**src/rtl/ddr_pkg.sv**
```systemverilog
// Shared DDR controller definitions: geometry constants, burst size encoding
// and a helper that turns a burst size into its beat count.
package ddr_pkg;

  localparam int ADDR_SIZE = 8;
  localparam int DATA_SIZE = 64;
  localparam int MAX_BEATS = 8;

  typedef enum logic [1:0] {
    BL1 = 2'd0,
    BL2 = 2'd1,
    BL4 = 2'd2,
    BL8 = 2'd3
  } burst_size_t;

  // Beat count L of a burst; L-1 is the in-block offset mask.
  function automatic int unsigned burst_len(input burst_size_t bs);
    int unsigned len;
    case (bs)
      BL1:     len = 32'd1;
      BL2:     len = 32'd2;
      BL4:     len = 32'd4;
      BL8:     len = 32'd8;
      default: len = 32'd1;
    endcase
    return len;
  endfunction

endpackage

```
**src/rtl/raw_data_buffer_unit_beat_index.sv**
```systemverilog
// Locates a write-pool word inside a read burst: the word hits when it lies in
// the same L-aligned block as the read start, and its beat is its wrapped
// distance from the critical word.
module raw_beat_index
  import ddr_pkg::*;
#(
  parameter int ADDR_SIZE = ddr_pkg::ADDR_SIZE,
  parameter int IDX_W     = 3
) (
  input  logic [ADDR_SIZE-1:0] raddr_pop,
  input  logic [ADDR_SIZE-1:0] pool_waddr,
  input  logic [1:0]           burst_size_pop,
  output logic                 hit,
  output logic [IDX_W-1:0]     idx
);

  logic [ADDR_SIZE-1:0] off_mask_s;
  logic [ADDR_SIZE-1:0] diff_s;

  // Block compare above the offset bits; k-bit wrapping subtraction below.
  always_comb begin
    off_mask_s = ADDR_SIZE'(burst_len(burst_size_t'(burst_size_pop)) - 32'd1);
    diff_s     = pool_waddr - raddr_pop;
    hit        = ((raddr_pop ^ pool_waddr) & ~off_mask_s) == {ADDR_SIZE{1'b0}};
    idx        = diff_s[IDX_W-1:0] & off_mask_s[IDX_W-1:0];
  end

endmodule

```
**src/rtl/raw_data_buffer_unit.sv**
```systemverilog
// Read-after-write forwarding buffer: captures write-pool words that overlap a
// popped read into the beat slot they occupy in that read's DDR burst order.
module raw_data_buffer_unit
  import ddr_pkg::*;
#(
  parameter int ADDR_SIZE = ddr_pkg::ADDR_SIZE,
  parameter int DATA_SIZE = ddr_pkg::DATA_SIZE,
  parameter int MAX_BEATS = ddr_pkg::MAX_BEATS
) (
  input  logic                           clk,
  input  logic                           n_rst,
  input  logic                           raw,
  input  logic [1:0]                     burst_size_pop,
  input  logic [ADDR_SIZE-1:0]           raddr_pop,
  input  logic [ADDR_SIZE-1:0]           pool_waddr,
  input  logic [DATA_SIZE-1:0]           pool_wdata,
  output logic                           raw_valid,
  output logic [MAX_BEATS-1:0]           raw_mask,
  output logic [MAX_BEATS*DATA_SIZE-1:0] raw_data,
  output logic [ADDR_SIZE-1:0]           raw_raddr,
  output logic [1:0]                     raw_burst_size
);

  localparam int IDX_W = (MAX_BEATS > 1) ? $clog2(MAX_BEATS) : 1;

  logic                           hit_s;
  logic [IDX_W-1:0]               idx_s;
  logic                           tag_match_s;
  logic [MAX_BEATS-1:0]           mask_nxt_s;

  logic                           valid_r;
  logic [MAX_BEATS-1:0]           mask_r;
  logic [MAX_BEATS*DATA_SIZE-1:0] data_r;
  logic [ADDR_SIZE-1:0]           raddr_r;
  logic [1:0]                     bsize_r;

  raw_beat_index #(
    .ADDR_SIZE (ADDR_SIZE),
    .IDX_W     (IDX_W)
  ) u_beat_index (
    .raddr_pop      (raddr_pop),
    .pool_waddr     (pool_waddr),
    .burst_size_pop (burst_size_pop),
    .hit            (hit_s),
    .idx            (idx_s)
  );

  // Next mask: keep beats only while the same non-empty burst is being filled.
  always_comb begin
    tag_match_s = (raddr_pop == raddr_r) && (burst_size_pop == bsize_r) &&
                  (mask_r != {MAX_BEATS{1'b0}});
    if (tag_match_s) begin
      mask_nxt_s = mask_r;
    end else begin
      mask_nxt_s = {MAX_BEATS{1'b0}};
    end
    if (hit_s) begin
      mask_nxt_s[idx_s] = 1'b1;
    end else begin
      mask_nxt_s = mask_nxt_s;
    end
  end

  // Tag, mask and beat storage; reset wins over a same-edge capture.
  always_ff @(posedge clk) begin
    if (!n_rst) begin
      valid_r <= 1'b0;
      mask_r  <= {MAX_BEATS{1'b0}};
      data_r  <= {(MAX_BEATS*DATA_SIZE){1'b0}};
      raddr_r <= {ADDR_SIZE{1'b0}};
      bsize_r <= 2'd0;
    end else if (raw) begin
      valid_r <= |mask_nxt_s;
      mask_r  <= mask_nxt_s;
      raddr_r <= raddr_pop;
      bsize_r <= burst_size_pop;
      if (hit_s) begin
        data_r[idx_s*DATA_SIZE +: DATA_SIZE] <= pool_wdata;
      end
    end
  end

  assign raw_valid      = valid_r;
  assign raw_mask       = mask_r;
  assign raw_data       = data_r;
  assign raw_raddr      = raddr_r;
  assign raw_burst_size = bsize_r;

endmodule

```
**config.mk**
```make
export PLATFORM = sky130hd
export DESIGN_NAME = raw_data_buffer_unit
export DESIGN_NICKNAME = d
export VERILOG_FILES = /design/src/rtl/ddr_pkg.sv /design/src/rtl/raw_data_buffer_unit_beat_index.sv /design/src/rtl/raw_data_buffer_unit.sv
export SDC_FILE = /design/constraint.sdc
export NUM_CORES = 1
export LEC_CHECK = 0
export BUFFER_PORTS_ARGS = -buffer_cell sky130_fd_sc_hd__clkbuf_2
export CORE_UTILIZATION = 30
export CTS_BUF_LIST = sky130_fd_sc_hd__clkbuf_16
export DETAILED_ROUTE_END_ITERATION = 7
export HOLD_SLACK_MARGIN = 0.15
export SLEW_MARGIN = 20
export SYNTH_ARGS = -nofsm -noshare
export SYNTH_HDL_FRONTEND = slang
export SYNTH_SLANG_ARGS = --single-unit
export TNS_END_PERCENT = 50
```
**constraint.sdc**
```tcl
create_clock -name clk -period 4.2 [get_ports clk]
set_input_delay 0.84 -clock clk [delete_from_list [all_inputs] [get_ports clk]]
set_output_delay 0.84 -clock clk [all_outputs]
set_load 0.01 [all_outputs]
```
==> impl_metrics.yaml <==
global_route:
  grt_overflow: 0
  grt_pass1_vias: 16900
  grt_use_total: 0.205
  grt_pass1_wl_um: 107000
  grt_max_degree: 139
  antenna_found_initial: 0
run_status:
  status: "finished clean"
floorplan:
  die_w_um: 260
  core_area_um2: 65900
  floorplan.initialDensity: 0.304
  num_rows: 94
  pin_count: 616
  die_h_um: 260
  die_area_um2: 67800
routing:
  finalWirelength_um: 73300
  wl_per_cell_um: 19.9
  drt_pass1_iterations: 7
  num_vias: 18000
  drc: 0
  drt_iter0_markers: 1151
  ant_nets: 0
  via_per_inst: 4.90
yosys:
  synthCells: 2240
  synth-async-reset-ratio: 0
  syn_area_um2: 20000
  synthFlopType: "dfxtp_1"
  synth_area_leaders: "dfxtp_1 (53%), nand2_1 (14%), mux2i_1 (13%)"
  synth-seq-cells: 531
  synth.top_cell.area_share: 0.531
  ys_types: 43
  yosysTopAreaCell: "dfxtp_1"
  synth_warnings: 0
  syn_area_per_cell_um2: 8.94
  syn-num-nets: 2330
  seq_area_frac_synth: 0.531
  synth_edf_count: 0
pwr:
  ir_drop_mv: 0.312
  total_power_mw: 10.7
  p_leak_nw: 10.0
  p_per_area_nw_per_um2: 415
clock_tree:
  clock_latency_ns: 0.58
  post_cts_resized: 0
  numCtsBuffers: 57
  clk_pin_slew_ns: 0.06
  cts_setup_buffers: 0
  clockRootBuffer: "clkbuf_16"
  cts_hold_buf: 0
  ctsLongestPathBuffers: 3
  cts.sinks: 531
  cts_tree: "yes"
  h-tree-depth: 2
worst_setup_path:
  required_ns: 4.71
  cp_cell_sequence: "clkbuf_2 > ha_1 > fa_1 > xnor2_1 > and3_1 > inv_1 > ha_1 > and2_2 > nand3_1 > nor4_2 > buf_12 > buf_4 > mux2i_1"
  crit_family: "adder cells"
  cp_common_cell: "ha_1"
  cp_max_fo: 17
  crit_buf_inv: 4
  arrival_ns: 3.99
  end_kind: "register"
  crit_slowest_cell: "ha_1"
  slowest_delay_ns: 0.44
  crit_type: "in -> reg"
  startpoint_type: "input port"
placement:
  gp_congestion: 0.834
  post-place-cells: 3579
  dpl.hpwl_um: 49700
  place_area_um2: 23900
  numPortBuffers: 615
final_layout:
  fin_cells: 3685
  fin_area_um2: 25700
  syn_to_final_growth_pct: 28.6
  layout.nets: 2864
  drive_gt1_frac: 0.269
  antenna_cells: 0
sta:
  tightest_slew_ns: 0.922
  report.final.slew_viol_count: 0
  relSlewSlack: 0.385
  skew_ns: 0.00272
  tns_ns: 0
  setup_viol: 0
  holdWs_ns: 0.448
  hold_violations: 0
  fin_crit_ns: 3.48
  timing.final.crit_share: 0.829
  fmax_ghz: 0.287
  rsz0062_at_grt: "false"
run:
  cap_violations: 0
hold_path:
  min_path_type: "reg -> reg"
-- layer usage --
metal,track usage,part of all wire
met4,0.0638,0.027
met1,0.264,0.43
met5,0,0
met3,0.0497,0.073
met2,0.336,0.47
-- worst paths after layout --
kind,end,from,cells after the start,slack [ns]
max reg2reg,raw_mask[4]$_SDFFE_PN0P_,raw_raddr[6]$_SDFFE_PN0P_,5,2.43
min,raw_data[356]$_SDFFE_PN0P_,raw_data[356]$_SDFFE_PN0P_,2,0.45
min reg2reg,raw_data[356]$_SDFFE_PN0P_,raw_data[356]$_SDFFE_PN0P_,2,0.45
max,raw_data[150]$_SDFFE_PN0P_,raddr_pop[0],13,0.72
-- cell families (layout without fill, tap and decap cells) --
logic type,after synthesis,in the layout,synth area share
AOI/OAI and AO/OA,339,339,0.0948
buffers and inverters,194,775,0.0484
DFF,531,531,0.531
and+or+nand+nor,888,888,0.182
xor gates and xnor gates,17,17,0.00781
muxes,266,266,0.133
adders and majority gates,5,5,0.00350
-- layout by cell type, fill, tap and decap left out, types with 2 or more instances in the layout --
cell and n:
o31ai_1 64, clkinvlp_4 3, clkinv_2 11, o2bb2ai_1 5
and4_4 4, a21oi_1 260, clkbuf_2 614, a32o_1 2
inv_6 2, bufinv_16 5, nor4_1 5, mux2i_1 266
dfxtp_1 531, clkbuf_16 59, nand4b_1 2, a21o_1 3
clkinv_1 13, xnor2_1 3, buf_12 21, nand4_1 70
or4_1 3, nand3b_1 2, nand2_1 771, ha_1 4
inv_1 19, nor2_1 14, o21ai_0 2, nor4_2 4
xor2_1 13, buf_4 24
-- cells in the mapped netlist, drive strengths merged (2+ instances only) --
cell type,instances
inv,9
o21ai,2
dfxtp,531
o2bb2ai,5
nor3,3
and4,4
buf,67
ha,4
nor4,9
nand4b,2
nand2,772
clkbuf,118
xnor2,4
nor2,15
a21oi,260
nand3b,2
nand4,71
mux2i,266
or4,3
xor2,13
o31ai,64
a21o,3
a32o,2
-- sequential cells by signal, summed over array words and instances (netlist names) --
| register | flops |
|---|---|
| raw_data | 512 |
| raw_mask | 8 |
| raw_raddr | 8 |
| raw_burst_size | 2 |
| raw_valid | 1 |
-- area by class of cell --
type	instances	area, um^2
fill	6786	40100
tap	864	1080
timing repair buffer	660	3690
clock inverter	47	348
multi-input combinational	1515	8480
clock buffer	59	1480
inverter	9	41.3
sequential	531	10600
-- through the flow --
stage,utilization,setup slack [ns]
after global placement,0.363,0.203
after global routing,0.391,0.510
after floorplan,-,0.573
final,0.391,0.717
after CTS,0.391,0.772
after detailed placement,0.363,0.127
-- power breakdown --
group	switching, mW	total (mW)	internal (mW)
Combinational	0.501	0.634	0.134
Clock	2.15	4.99	2.84
Sequential	0.00748	5.05	5.04
Total	2.66	10.7	8.02
-- tightest hold or removal path, stage by stage (launching register included) --
cell     delay [ns]
dfxtp_1        0.31
nand2_1        0.05
a21oi_1        0.05
(Power assumes the default switching activity.)
